### src/rtl/stack_ctrl.sv
// Hardware stack controller: maps push/pop commands onto a registered-read RAM,
// owns the stack pointer, returns popped words and keeps sticky error flags.
module stack_ctrl #(
  parameter int                   addr_size   = 8,
  parameter int                   data_size   = 8,
  parameter logic [addr_size-1:0] stack_base  = 8'hC0,
  parameter int                   stack_depth = 64
) (
  input  logic                 clk,
  input  logic                 rst,
  input  logic                 push,
  input  logic                 pop,
  input  logic [data_size-1:0] push_data,
  output logic                 ready,
  output logic [data_size-1:0] pop_data,
  output logic                 pop_valid,
  output logic [addr_size-1:0] sp,
  output logic [addr_size:0]   count,
  output logic                 empty,
  output logic                 full,
  output logic [2:0]           err,
  input  logic                 err_clr,
  output logic                 ram_write_en,
  output logic [addr_size-1:0] ram_write_adress,
  output logic [data_size-1:0] ram_data_in,
  output logic                 ram_rd_en,
  output logic [addr_size-1:0] ram_rd_adress,
  input  logic [data_size-1:0] ram_data_out
);

  typedef enum logic [1:0] {IDLE, RD_WAIT, RESP} state_t;

  localparam logic [addr_size:0]   depth_c   = (addr_size+1)'(stack_depth);
  localparam logic [addr_size:0]   cnt_one_c = (addr_size+1)'(1);
  localparam logic [addr_size-1:0] sp_one_c  = addr_size'(1);

  state_t               state_q, state_d;
  logic [addr_size:0]   count_q, count_d;
  logic [addr_size-1:0] sp_q, sp_d;
  logic [2:0]           err_q, err_d;
  logic [data_size-1:0] pop_data_q, pop_data_d;

  assign empty     = (count_q == '0);
  assign full      = (count_q == depth_c);
  assign count     = count_q;
  assign sp        = sp_q;
  assign err       = err_q;
  assign pop_data  = pop_data_q;
  assign ready     = (state_q != RD_WAIT);
  assign pop_valid = (state_q == RESP);

  always_comb begin
    // NOTE: every signal gets a default first so no path leaves one unassigned (no latches).
    state_d          = state_q;
    count_d          = count_q;
    sp_d             = sp_q;
    pop_data_d       = pop_data_q;
    err_d            = err_clr ? 3'b000 : err_q;
    ram_write_en     = 1'b0;
    ram_write_adress = sp_q;
    ram_data_in      = push_data;
    ram_rd_en        = 1'b0;
    ram_rd_adress    = sp_q - sp_one_c;

    case (state_q)
      RD_WAIT: begin
        pop_data_d = ram_data_out;
        state_d    = RESP;
      end
      default: begin
        // IDLE and RESP accept commands identically; a push always beats a pop.
        state_d = IDLE;
        if (push) begin
          if (full) begin
            err_d[0] = 1'b1;
          end else begin
            ram_write_en = 1'b1;
            count_d      = count_q + cnt_one_c;
            sp_d         = sp_q + sp_one_c;
          end
          if (pop) err_d[2] = 1'b1;
        end else if (pop) begin
          if (empty) begin
            err_d[1] = 1'b1;
          end else begin
            ram_rd_en = 1'b1;
            count_d   = count_q - cnt_one_c;
            sp_d      = sp_q - sp_one_c;
            state_d   = RD_WAIT;
          end
        end
      end
    endcase
  end

  // NOTE: state registers use non-blocking assignments so all update together at the edge.
  always_ff @(posedge clk or posedge rst) begin
    if (rst) begin
      state_q    <= IDLE;
      count_q    <= '0;
      sp_q       <= stack_base;
      err_q      <= 3'b000;
      pop_data_q <= '0;
    end else begin
      state_q    <= state_d;
      count_q    <= count_d;
      sp_q       <= sp_d;
      err_q      <= err_d;
      pop_data_q <= pop_data_d;
    end
  end

endmodule
### config.mk
export PLATFORM = sky130hd
export DESIGN_NAME = stack_ctrl
export DESIGN_NICKNAME = d
export VERILOG_FILES = /design/src/rtl/stack_ctrl.sv
export SDC_FILE = /design/constraint.sdc
export NUM_CORES = 1
export LEC_CHECK = 0
export CAP_MARGIN = 5
export CORE_MARGIN = 10
export CORE_UTILIZATION = 39
export CTS_CLUSTER_SIZE = 25
export DETAILED_ROUTE_END_ITERATION = 10
export GPL_TIMING_DRIVEN = 0
export HOLD_SLACK_MARGIN = 0.05
export PLACE_DENSITY = 0.77
export SLEW_MARGIN = 25
export SYNTH_ARGS = -nofsm -noshare
export SYNTH_HDL_FRONTEND = slang
export SYNTH_SLANG_ARGS = --single-unit
### constraint.sdc
create_clock -name clk -period 2.1 [get_ports clk]
set_clock_uncertainty 0.1 [all_clocks]
set_input_delay 0.21 -clock clk [delete_from_list [all_inputs] [get_ports clk]]
set_output_delay 0.21 -clock clk [all_outputs]
set_load 0.01 [all_outputs]
Word-level counts from Yosys, hierarchy flattened

Index checks and enable logic that the tools add are counted.
Widths: inputs -> output; s select.

Flip-flop bits (word level): 30
Input port bits: 21
Output and inout bits: 58
Word-level logic and storage cells: 47

Add/subtract/negate cells: 4
Eq/ne operators: 6
Mux-type cells: 28
Bitwise gates (word level): 1
Reduce and logical (&&, ||, !) cells: 3

Operators with widths:

| cell                | number |
|---|---|
| $mux 9              | 4 |
| $mux 8              | 4 |
| $mux 1              | 17 |
| $add 9x1->9 const B | 1 |
| $eq 9x7->1 const B  | 1 |
| $logic_not 9->1     | 1 |
| $sub 9x1->9 const B | 1 |
| $add 8x1->8 const B | 1 |
| $sub 8x1->8 const B | 1 |
| $mux 3              | 2 |
| $ne 2x2->1 const B  | 2 |
| $reduce_and 4->1    | 1 |
| $eq 2x1->1 const B  | 1 |
| $eq 2x2->1 const B  | 1 |
| $mux 2              | 1 |
| $ne 2x1->1 const B  | 1 |
| $reduce_bool 2->1   | 1 |
| $not 1->1           | 1 |

Depth between registers and ports, before layout

Gate-level depths: netlist (run 1).

Depth after elaboration: 5
Gate-level depth with buffers: 7
Gate-level depth less buffers: 7

Worst setup path after synthesis (run 1)

OpenSTA, ideal clock, no wires.

Kind: flip-flop to flip-flop
From: register sp_q[0] (netlist: ram_write_adress[0])
To: register sp_q[6] (netlist: ram_write_adress[6])
Library setup time: 0.060 ns
Arrival time: 2.014 ns
Path slack: -0.074 ns
Stages on the path, launching flop included: 8
Buffers on the path: 0
Period minus slack after synthesis: 2.174 ns
Cell sequence: dfrtp_1 inv_1 ha_1 or3b_2 nor3_2 xor2_1 o22a_1 o22a_1

Word-level cells in the longest chain between the ends: 4
Elaborated cells on any way between the ends: 6
Those cells by class: add/sub: 2; mux: 4

Ends and longest elaborated chain:

| item                     | RTL line | RTL |
|---|---|---|
| start: declaration       | 39       | `logic [addr_size-1:0] sp_q, sp_d;` |
| start signal: assignment | 101      | `sp_q <= stack_base;` |
| start signal: assignment | 107      | `sp_q <= sp_d;` |
| $sub 8x1->8              | n/a      |  |
| net ram_rd_adress[6]     | 27       | `output logic [addr_size-1:0] ram_rd_adress,` |
| $mux 8                   | 83       | `if (empty) begin` |
| $mux 8                   | 82       | `end else if (pop) begin` |
| $mux 8                   | 73       | `if (push) begin` |

The timed path passes the listed nets, and every way through them passes these cells. The select of a mux whose other input is x is not followed.
A chain may end at the register's enable or synchronous reset.

Worst setup path in the final report (run 1)

From: register sp_q[0] (netlist: ram_write_adress[0])
To: output ram_rd_adress[6]

Word-level cells in the longest chain between the ends: 1

Ends and longest elaborated chain:

| item             | RTL line | RTL |
|---|---|---|
| $sub 8x1->8      | 63       | `ram_rd_adress = sp_q - sp_one_c;` |
| end: declaration | 27       |  |

No other way between the ends.

==> results.sh, run 1 <==
export IMPL_status="finished, violations left"
export IMPL_violations="setup timing"
export IMPL_wl_um=5900
export IMPL_start_util=0.401
export IMPL_reg2reg_depth=7
export IMPL_wl_per_cell_um=15.7
export IMPL_period_needed_ns=2.18
export IMPL_io_buffers=70
export IMPL_place_inst=341
export IMPL_clockBufferDepth=2
export IMPL_dr_total_vias=1855
export IMPL_grt_first_pass_wirelength_um=9600
export IMPL_syn2layout_area_growth_pct=63.1
export IMPL_fin_util=0.655
export IMPL_setup_viol_count_final=3
export IMPL_critPathMaxFanout=3
export IMPL_antenna_found_initial=0
export IMPL_rows=25
export IMPL_dp_slack_ns=-0.645
export IMPL_route_detailed_drc=0
export IMPL_fin_setup_tns_ns=-0.181
export IMPL_cts_buffers=5
export IMPL_yosys_area_top_type="dfrtp_1"
export IMPL_ys_top_cells_by_area="dfrtp_1 (37%), buf_4 (7.1%), nand2_1 (7.1%), ha_1 (5.9%), xor2_1 (5.5%)"
export IMPL_clk_latency_ns=0.29
export IMPL_cts_sinks=30
export IMPL_layout_commonest_cell="clkdlybuf4s50_1"
export IMPL_track_usage=0.141
export IMPL_ant_nets=0
export IMPL_power_leakage_nw=1.41
export IMPL_cts_tree="built"
export IMPL_grt_pass1_vias=1897
export IMPL_antenna_cells=0
export IMPL_synth_seq_area_share=0.397
export IMPL_clock_root_buffer="clkbuf_8"
export IMPL_dieArea_um2=8050
export IMPL_dp_hpwl_um=3850
export IMPL_gp_congestion=0.836
export IMPL_rsz0062_at_grt="true"
export IMPL_hold_viol=0
export IMPL_fp_dieH_um=89.7
export IMPL_peakVddDrop_v=0.000667
export IMPL_drv_slew=0
export IMPL_core_region_area_um2=4720
export IMPL_start_kind="flop"
export IMPL_num_fill_cells=377
export IMPL_die_w_um=89.7
export IMPL_drtPass1Iterations=4
export IMPL_yosysUniqueCellTypes=39
export IMPL_io_pin_count=79
export IMPL_finalCritPeriodShare=1.04
export IMPL_timing_fmax_mhz=459
export IMPL_cp_data_required_time_ns=1.79
export IMPL_relSlewSlack=0.570
export IMPL_grt_max_degree=31
export IMPL_cap_viol_max_count=0
export IMPL_end_kind="primary output"
export IMPL_drive_gt1_frac=0.308
export IMPL_arrival_ns=1.87
export IMPL_fin_nets=338
export IMPL_most_common_layout_cells="clkdlybuf4s50_1 (60), buf_4 (41), nand2_1 (36), dfrtp_1 (18), xor2_1 (12)"
export IMPL_cp_slowest_stage_delay_ns=0.44
export IMPL_grt_overflow=0
export IMPL_synth_seq_cells=30
export IMPL_synth_cells=204
export IMPL_synth_top_cell_area_share=0.370
export IMPL_power_density_nw_per_um2=1430
export IMPL_hold_path_class="primary input to asynchronous set/reset pin"
export IMPL_drt_iter0_drc=76
export IMPL_clkTransAtPathRegs_ns=0.07
export IMPL_crit_path_cell_trace="inv_2 -> ha_4 -> or3b_4 -> nor3_4 -> xor2_1 -> buf_2"
export IMPL_viasPerCell=4.95
export IMPL_cp_slowest_cell="dfrtp_2"
export IMPL_p_total_mw=4.41
export IMPL_tightest_slew_ns=0.644
export IMPL_criticalPathCategory="flop to primary output"
export IMPL_regArea_um2=766
export IMPL_htreeDepth=2
export IMPL_multi_input_area_um2=1040
export IMPL_instances_no_fill=375
export IMPL_synth_warnings=0
export IMPL_synth_cell_area_um2=1900
export IMPL_synth_nets=235
export IMPL_syn_area_per_cell_um2=9.29
export IMPL_setup_ws_ns=-0.0800
-- where the power goes --
part	internal [mW]	switching (mW)	leakage [nW]
logic	1.48	1.21	0.995
clock network	0.349	0.238	0.0579
registers	0.820	0.314	0.355
total	2.65	1.76	1.41
-- per-layer routing --
metal  global-route usage  up-vias  wire length, µm
li1                     -      890                -
met1                0.156      896             2350
met2                0.255       65             3110
met3               0.0490        4              416
met4               0.0229        0               25
met5                    0        -                0
-- cell type report --
type	count	area share
Clock buffer	5	0.0223
Inverter	10	0.0134
Buffer	22	0.0514
Multi-Input combinational cell	140	0.336
Tap cell	67	0.0271
Clock inverter	3	0.0130
Sequential cell	30	0.248
Timing Repair Buffer	98	0.289
-- worst paths after layout --
check / start / endpoint / slack (ns)
setup / recovery: ram_write_adress[0] / ram_rd_adress[6] / -0.08
hold / removal: rst / pop_data[3] / 0.23
setup reg to reg: count[1] / ram_write_adress[3] / 0.08
hold reg to reg: pop_data[4] / pop_data[4] / 0.37
max in group asynchronous: rst / ram_write_adress[1] / 1.20
min in group clk: ram_data_out[7] / pop_data[7] / 0.35
-- cells in the mapped netlist --
cell type / instances
a311oi_4: 1
ha_1: 9
nand2_1: 36
nor4_1: 1
clkbuf_1: 3
xor2_1: 12
a21oi_1: 8
fa_1: 1
nor2_1: 9
o21ai_0: 11
nor3_1: 1
a21o_1: 3
a31o_2: 1
a32o_1: 2
buf_1: 1
nor4_2: 3
xnor2_1: 7
a311oi_2: 1
dfrtp_1: 28
buf_4: 18
nand2b_1: 3
inv_1: 10
a32oi_1: 1
nand3_1: 8
dfstp_2: 2
nor3_2: 1
o22a_1: 2
or3b_2: 1
buf_2: 2
mux2i_1: 2
nand4_1: 2
nor2b_1: 2
and4_1: 1
and3_1: 3
nor2_4: 1
and3b_1: 1
or4_1: 3
a31oi_1: 2
a22o_1: 1
-- sequential cells by signal (all words and copies together), names as in the netlist --
signal            flops
count                 9
pop_data              8
ram_write_adress      8
err                   3
state_q               2
-- stage by stage --
| stage | hold WS [ns] | cell area [µm²] |
|---|---|---|
| finish | 0.231 | 3090 |
| global route | 0.283 | 3090 |
| CTS | 0.259 | 2980 |
| detailed placement | 0.361 | 2680 |
| global placement | 0.357 | 2680 |
| floorplan | 0.199 | 1900 |
-- cells by family (layout without fill, tap and decap cells) --
| group | Yosys count | after routing | synth area share |
|---|---|---|---|
| DFF | 30 | 30 | 0.397 |
| buffers and inverters | 34 | 138 | 0.104 |
| AOI/OAI and AO/OA | 33 | 33 | 0.124 |
| and+or+nand+nor | 76 | 76 | 0.206 |
| xor gates and xnor gates | 19 | 19 | 0.0878 |
| adders and majority gates | 10 | 10 | 0.0700 |
| muxes | 2 | 2 | 0.0106 |
-- repair_timing --
action / in CTS / in global routing
pin swaps: 6 / 3
gates resized for setup: 45 / 19
setup buffers: 19 / 9
hold buffers: 0 / 0
setup endpoints to repair: 17 / 17
-- critical path, delay by kind of cell (launching register included) --
kind | cells | cell delay (ns)
buffers and inverters | 2 | 0.26
XOR/XNOR | 1 | 0.21
AND/OR/NAND/NOR | 2 | 0.54
adder cells (fa/ha/maj) | 1 | 0.14
flip-flops | 1 | 0.44
(Power assumes the default switching activity.)
==> run 2: changes to the inputs <==
==> constraint.sdc (replaced) <==
create_clock -name clk -period 2 [get_ports clk]
set_clock_uncertainty 0.1 [all_clocks]
set_input_delay 0.2 -clock clk [delete_from_list [all_inputs] [get_ports clk]]
set_output_delay 0.2 -clock clk [all_outputs]
set_load 0.01 [all_outputs]
==> results.sh, run 2 (synthesis gave the netlist of run 1 again) <==
export IMPL_fin_setup_tns_ns=-0.692
export IMPL_fin_util=0.685
export IMPL_timing_fmax_mhz=460
export IMPL_grt_first_pass_wirelength_um=9260
export IMPL_peakVddDrop_v=0.000872
export IMPL_violations="setup timing"
export IMPL_drv_slew=0
export IMPL_hold_path_class="primary input to asynchronous set/reset pin"
export IMPL_grt_max_degree=31
export IMPL_antenna_found_initial=0
export IMPL_clockBufferDepth=2
export IMPL_regArea_um2=764
export IMPL_cts_buffers=5
export IMPL_dr_total_vias=1931
export IMPL_track_usage=0.137
export IMPL_viasPerCell=5.00
export IMPL_most_common_layout_cells="clkdlybuf4s50_1 (59), buf_4 (48), nand2_1 (28), dfrtp_1 (19), xor2_1 (12)"
export IMPL_whs_ns=0.231
export IMPL_io_buffers=70
export IMPL_clkTransAtPathRegs_ns=0.07
export IMPL_power_density_nw_per_um2=1500
export IMPL_setup_viol_count_final=8
export IMPL_clk_latency_ns=0.28
export IMPL_hold_viol=0
export IMPL_start_kind="flop"
export IMPL_gp_congestion=0.865
export IMPL_clock_root_buffer="clkbuf_8"
export IMPL_dieArea_um2=8050
export IMPL_rsz0062_at_grt="true"
export IMPL_grt_pass1_vias=1882
export IMPL_drtPass1Iterations=4
export IMPL_relSlewSlack=0.557
export IMPL_antenna_cells=0
export IMPL_finalCritPeriodShare=1.09
export IMPL_fin_nets=349
export IMPL_start_util=0.401
export IMPL_cts_sinks=30
export IMPL_instances_no_fill=386
export IMPL_syn2layout_area_growth_pct=70.7
export IMPL_num_fill_cells=353
export IMPL_htreeDepth=2
export IMPL_wl_per_cell_um=16.3
export IMPL_drive_gt1_frac=0.379
export IMPL_die_w_um=89.7
export IMPL_route_detailed_drc=0
export IMPL_core_region_area_um2=4720
export IMPL_end_kind="primary output"
export IMPL_status="finished, violations left"
export IMPL_tightest_slew_ns=0.664
export IMPL_ant_nets=0
export IMPL_cts_tree="built"
export IMPL_grt_overflow=0
export IMPL_io_pin_count=79
export IMPL_setup_ws_ns=-0.174
export IMPL_wl_um=6300
export IMPL_critPathMaxFanout=5
export IMPL_drt_iter0_drc=122
export IMPL_layout_commonest_cell="clkdlybuf4s50_1"
export IMPL_arrival_ns=1.87
export IMPL_criticalPathCategory="flop to primary output"
export IMPL_place_inst=341
export IMPL_period_needed_ns=2.17
export IMPL_fp_dieH_um=89.7
export IMPL_largest_reg_flops=9
export IMPL_cap_viol_max_count=0
export IMPL_power_leakage_nw=1.48
export IMPL_multi_input_area_um2=1110
export IMPL_cp_data_required_time_ns=1.70
export IMPL_rows=25
export IMPL_dp_hpwl_um=3920
[run 2: report_power, final]
part | total, mW | internal [mW] | switching (mW) | leakage, nW
logic | 3.09 | 1.71 | 1.38 | 1.06
clock network | 0.583 | 0.347 | 0.235 | 0.0575
registers | 1.17 | 0.859 | 0.314 | 0.357
[run 2: layout make-up]
cell class,count,area share
Clock buffer,8,0.0340
Buffer,22,0.0491
Inverter,10,0.0128
Timing Repair Buffer,108,0.300
Tap cell,67,0.0259
Sequential cell,30,0.236
Multi-Input combinational cell,141,0.342
[run 2: per-layer routing]
| layer | wire [µm] | global-route usage | vias up | part of all wire |
|---|---|---|---|---|
| li1 | - | - | 909 | - |
| met1 | 2510 | 0.152 | 933 | 0.40 |
| met2 | 3260 | 0.239 | 80 | 0.52 |
| met3 | 446 | 0.0482 | 9 | 0.071 |
| met4 | 79 | 0.0431 | 0 | 0.013 |
| met5 | 0 | 0 | - | 0 |
[run 2: repair_timing]
item,4_1_cts,5_1_grt
pin swaps,9,12
gates resized for setup,49,50
hold buffers,0,0
endpoints found under the setup margin,26,22
setup buffers,24,13
cloned,0,3
[run 2: path summary, 6_finish.rpt]
check | startpoint | endpoint | slack, ns | depth (start not counted)
min reg2reg | pop_data[6] | pop_data[6] | 0.37 | 2
max reg2reg | count[7] | ram_write_adress[3] | -0.07 | 7
min in group clk | push | count[1] | 0.30 | 3
min | rst | count[2] | 0.23 | 2
max | ram_write_adress[1] | ram_rd_adress[5] | -0.17 | 5
max in group asynchronous | rst | count[1] | 1.10 | 2
[run 2: worst max-delay path, cell delays in order, from the launching register on]
cell,delay (ns)
dfrtp_2,0.45
or4_4,0.59
buf_6,0.14
nor2_4,0.09
xor2_1,0.16
buf_2,0.16
[run 2: metrics by stage]
stage | cell area [µm²] | setup slack (ns) | power (mW)
CTS | 3030 | -0.141 | 4.50
floorplan | 1900 | 0.00325 | 2.43
detailed placement | 2680 | -0.744 | 3.58
global route | 3240 | -0.254 | 5.16
finish | 3240 | -0.174 | 4.85
global placement | 2680 | -0.716 | 3.53
